--- config.mk ---
export PLATFORM = sky130hd
export DESIGN_NAME = fifo_packer
export DESIGN_NICKNAME = d
export VERILOG_FILES = /design/src/rtl/fifo_packer.sv
export SDC_FILE = /design/constraint.sdc
export NUM_CORES = 1
export LEC_CHECK = 0
export CELL_PAD_IN_SITES_DETAIL_PLACEMENT = 0
export CELL_PAD_IN_SITES_GLOBAL_PLACEMENT = 1
export CORE_ASPECT_RATIO = 0.6
export CORE_MARGIN = 4
export CORE_UTILIZATION = 40
export DETAILED_ROUTE_END_ITERATION = 16
export PLACE_DENSITY = 0.86
export SLEW_MARGIN = 20
export SYNTH_ARGS = -nofsm -noshare
export SYNTH_HDL_FRONTEND = slang
export SYNTH_SLANG_ARGS = --single-unit
--- constraint.sdc ---
create_clock -name clk -period 3.35 [get_ports clk]
set_input_delay 1.005 -clock clk [delete_from_list [all_inputs] [get_ports clk]]
set_output_delay 1.005 -clock clk [all_outputs]
set_load 0.05 [all_outputs]
--- src/rtl/fifo_packer.sv ---
// fifo_packer: drains a first-word-fall-through FIFO and packs RATIO
// consecutive DATA_WIDTH-bit words into one wide word on a valid/ready
// stream. The accumulator and the one-entry output register are double
// buffered, so packing of the next word continues while the previous one
// waits for out_ready. A level flush emits a partial word with a slot mask
// once the FIFO has run dry. RATIO must be at least 2.
module fifo_packer #(
    parameter int DATA_WIDTH = 2,
    parameter int RATIO      = 4
) (
    input  logic                        clk,
    input  logic                        rst,
    input  logic [DATA_WIDTH-1:0]       fifo_dout,
    input  logic                        fifo_empty,
    output logic                        fifo_pop,
    input  logic                        flush,
    output logic [DATA_WIDTH*RATIO-1:0] out_data,
    output logic [RATIO-1:0]            out_mask,
    output logic                        out_valid,
    input  logic                        out_ready
);

    localparam int OUT_W = DATA_WIDTH * RATIO;
    localparam int IDX_W = (RATIO > 1) ? $clog2(RATIO) : 1;
    localparam logic [IDX_W-1:0] LAST_IDX = IDX_W'(RATIO - 1);

    // Packing state
    logic [OUT_W-1:0] acc_q, acc_d;
    logic [IDX_W-1:0] idx_q, idx_d;

    // Output register
    logic [OUT_W-1:0] out_data_q, out_data_d;
    logic [RATIO-1:0] out_mask_q, out_mask_d;
    logic             out_valid_q, out_valid_d;

    // Derived control
    logic             out_free;
    logic             last_slot;
    logic             flush_emit;
    logic [OUT_W-1:0] acc_with_head;
    logic [RATIO-1:0] fill_mask;

    // Accumulator with the FIFO head merged into the current slot, and the
    // mask of slots already filled (slots below idx).
    genvar gi;
    generate
        for (gi = 0; gi < RATIO; gi++) begin : g_slot
            assign acc_with_head[gi*DATA_WIDTH +: DATA_WIDTH] =
                (idx_q == IDX_W'(gi)) ? fifo_dout
                                      : acc_q[gi*DATA_WIDTH +: DATA_WIDTH];
            assign fill_mask[gi] = (IDX_W'(gi) < idx_q);
        end
    endgenerate

    // The output register can take a new word if it is empty or being
    // drained on this same edge. Only the final slot needs that room; the
    // lower slots keep filling under backpressure.
    assign out_free   = !out_valid_q || out_ready;
    assign last_slot  = (idx_q == LAST_IDX);
    assign fifo_pop   = !rst && !fifo_empty && (!last_slot || out_free);
    assign flush_emit = flush && fifo_empty && (idx_q != '0) && out_free;

    // Next-state: slot fill, full-word load, flush emission and drain
    always_comb begin
        acc_d       = acc_q;
        idx_d       = idx_q;
        out_data_d  = out_data_q;
        out_mask_d  = out_mask_q;
        out_valid_d = out_valid_q;

        // Drain first; a load on the same edge overrides it (no bubble).
        if (out_valid_q && out_ready) begin
            out_valid_d = 1'b0;
        end

        if (fifo_pop) begin
            if (last_slot) begin
                out_data_d  = acc_with_head;
                out_mask_d  = '1;
                out_valid_d = 1'b1;
                acc_d       = '0;
                idx_d       = '0;
            end else begin
                acc_d = acc_with_head;
                idx_d = idx_q + IDX_W'(1);
            end
        end else if (flush_emit) begin
            // Unfilled slots are already zero because acc clears on emit.
            out_data_d  = acc_q;
            out_mask_d  = fill_mask;
            out_valid_d = 1'b1;
            acc_d       = '0;
            idx_d       = '0;
        end
    end

    // State registers with synchronous reset; reset drops any partial word
    always_ff @(posedge clk) begin
        if (rst) begin
            acc_q       <= '0;
            idx_q       <= '0;
            out_data_q  <= '0;
            out_mask_q  <= '0;
            out_valid_q <= 1'b0;
        end else begin
            acc_q       <= acc_d;
            idx_q       <= idx_d;
            out_data_q  <= out_data_d;
            out_mask_q  <= out_mask_d;
            out_valid_q <= out_valid_d;
        end
    end

    assign out_data  = out_data_q;
    assign out_mask  = out_mask_q;
    assign out_valid = out_valid_q;

endmodule

==> flow_summary.yaml <==
hold_path:
  hp-class: "reg -> reg"
yosys:
  synth_top_family_by_area: "simple AND/OR/NAND/NOR gates"
  postSynthCellCount: 113
  syn_nets: 124
  synth-compound-area-share: 0.204
  synth_area_um2: 1030
  ys_seq_area_frac: 0.446
  synth_mux_area_frac: 0.0582
  yosys.area_share.adder: 0.0485
  yosys_warnings: 0
  synth_xor_area_frac: 0
  avgSynthCellArea_um2: 9.13
  synth_seq_cells: 23
  ys_types: 28
  synthSimpleGateAreaFrac: 0.207
finish:
  diodes: 0
  drive_gt1_frac: 0.102
  area_delta_synth_final_pct: 28.1
  nFillCells: 215
  nNetsFinal: 149
sta:
  report.final.hold_viol_count: 0
  final_max_slew_viol_count: 0
  min_period_ns: 3.12
  rsz0062_at_grt: "false"
  clock.fmax_mhz: 321
  tightest_slew_ns: 0.507
  setup_viol: 0
  relSlewSlack: 0.661
  fin_setup_tns_ns: 0
  post-route-period-util: 0.930
  fin_skew_ns: 0.00182
outcome:
  status: "completed"
route:
  drt_iter0_markers: 94
  vias: 920
  via_per_inst: 5.51
  routed_wl_um: 2490
  wl_per_cell_um: 14.9
  ant_nets: 0
  firstDrtPassIters: 4
  drc: 0
floorplan:
  core_area_um2: 2310
  io-pin-count: 21
  rows: 13
  initial_utilization: 0.447
  die_area_um2: 3480
  die_w_um: 73.6
  die_y_um: 47.4
setup_path:
  rr_worst_depth: 5
  critPathLaunchType: "input port"
  worst-setup-path-type: "in -> out"
  cp-end-kind: "primary output"
  regToRegSetupSlack_ns: 1.50
  rr_endpoint: "out_data[5]$_SDFFE_PP0P_"
  crit_arrival_ns: 2.11
  rr_startpoint: "idx_q[1]$_SDFFE_PP0P_"
  critPathCapture: "fifo_pop"
  critical_path_required_ns: 2.34
  path_max_fanout: 6
  cp-startpoint: "fifo_empty"
clock_tree:
  cts_tree: "yes"
  cts-hold-fix-buffers: 0
  cts.sinks: 23
  cts_root_buf: "clkbuf_8"
  cts_resized: 0
  post_cts_buffers: 0
  cts_buffers: 3
  ctsHtreeMaxLevel: 1
  clk_pin_slew_ns: 0.08
  clock_latency_ns: 0.26
  cts_buffer_depth: 2
grt:
  grt_pass1_wl_um: 4240
  grt_remaining_overflow: 0
  grt_max_degree: 21
  antenna_found_initial: 0
  first_global_vias: 897
  grt.total_usage: 0.164
placement:
  io_buffer_count: 20
  dpl.hpwl_um: 1840
  gp_congestion: 0.845
pwr:
  ir_worst_vdd_v: 0.000197
  power_density_nw_per_um2: 438
  leakagePower_nw: 0.483
  total_power_mw: 0.579
run:
  cap_violations: 0
[cells in the mapped netlist]
master | n | area share
dfxtp_1 | 23 | 0.45
a21oi_1 | 15 | 0.073
o21ai_0 | 12 | 0.058
nor2_1 | 11 | 0.040
nand3_1 | 10 | 0.048
mux2i_1 | 6 | 0.058
ha_1 | 4 | 0.048
nand2_1 | 4 | 0.015
and3_1 | 3 | 0.018
inv_1 | 3 | 0.011
a311oi_1 | 2 | 0.017
buf_6 | 2 | 0.022
nand3b_1 | 2 | 0.015
nor3b_1 | 2 | 0.015
a21boi_4 | 1 | 0.018
a22oi_1 | 1 | 0.0073
a22oi_2 | 1 | 0.012
a31oi_1 | 1 | 0.0061
and2_1 | 1 | 0.0061
and3b_1 | 1 | 0.0085
clkbuf_1 | 1 | 0.0036
nand2b_1 | 1 | 0.0061
nor2_2 | 1 | 0.0061
nor3_1 | 1 | 0.0048
o22ai_2 | 1 | 0.012
or2b_1 | 1 | 0.0073
or3_2 | 1 | 0.0073
or3b_4 | 1 | 0.011
[cells by family after synthesis]
| group | Yosys count |
|---|---|
| adders and majority gates | 4 |
| AOI/OAI and AO/OA | 34 |
| muxes | 6 |
| buffers and inverters | 6 |
| DFF | 23 |
| and+or+nand+nor | 40 |
[report_power, final]
group          switching, mW  total (mW)  internal, mW  leakage [nW]
sequential           0.00716       0.292         0.285         0.187
clock                 0.0880       0.171        0.0830        0.0255
combinational         0.0730       0.116        0.0431         0.270
[critical path: stages]
cell	delay (ns)
clkdlybuf4s50_1	0.49
nor2_1	0.20
and2_1	0.25
buf_12	0.16
[worst min path at each step]
stage	startpoint	to	slack (ns)	cells after the start
after floorplan	acc_q[0]$_SDFFE_PP0P_	acc_q[0]$_SDFFE_PP0P_	0.45	2
after global placement	out_mask[3]$_SDFFE_PP0P_	out_mask[3]$_SDFFE_PP0P_	0.44	2
after detailed placement	out_mask[0]$_SDFFE_PP0P_	out_mask[0]$_SDFFE_PP0P_	0.46	2
after CTS	out_mask[2]$_SDFFE_PP0P_	out_mask[2]$_SDFFE_PP0P_	0.48	2
after global routing	out_mask[0]$_SDFFE_PP0P_	out_mask[0]$_SDFFE_PP0P_	0.50	2
final	out_mask[2]$_SDFFE_PP0P_	out_mask[2]$_SDFFE_PP0P_	0.48	2
[placed cells by master (no fill, tap or decap), types with 4 or more instances in the layout]
cell,n
dfxtp_1,23
clkdlybuf4s50_1,19
a21oi_1,15
o21ai_0,12
nor2_1,11
nand3_1,10
mux2i_1,6
nand2_1,4
ha_1,4
[per-stage QoR]
step	std cells	cell area, µm²	hold slack, ns	setup slack (ns)	utilization
finish	167	1320	0.477	0.235	0.573
global route	167	1320	0.503	0.170	0.573
CTS	167	1320	0.483	0.248	0.573
detailed placement	163	1280	0.463	0.264	0.553
global placement	163	1280	0.442	0.273	0.553
floorplan	113	1030	0.450	0.636	-
[layout make-up]
cell class	count	area (µm²)	share of cell area
multi-input combinational	84	534	0.404
sequential	23	460	0.348
timing repair buffer	23	233	0.176
clock buffer	3	41.3	0.0312
tap	30	37.5	0.0284
inverter	3	11.3	0.00851
clock inverter	1	5.00	0.00378
[state kept, by name (all words and copies together), names as in the netlist]
name	cells
out_data	8
acc_q	8
out_mask	4
out_valid	1
idx_q	2
[layer usage]
metal / track usage / up-vias / wire, µm
met5: 0 / - / 0
met4: 0.0578 / 0 / 30
met3: 0.0556 / 4 / 200
met2: 0.245 / 32 / 1050
met1: 0.222 / 431 / 1210
li1: - / 453 / -
Power figures use the tool's default switching activity.
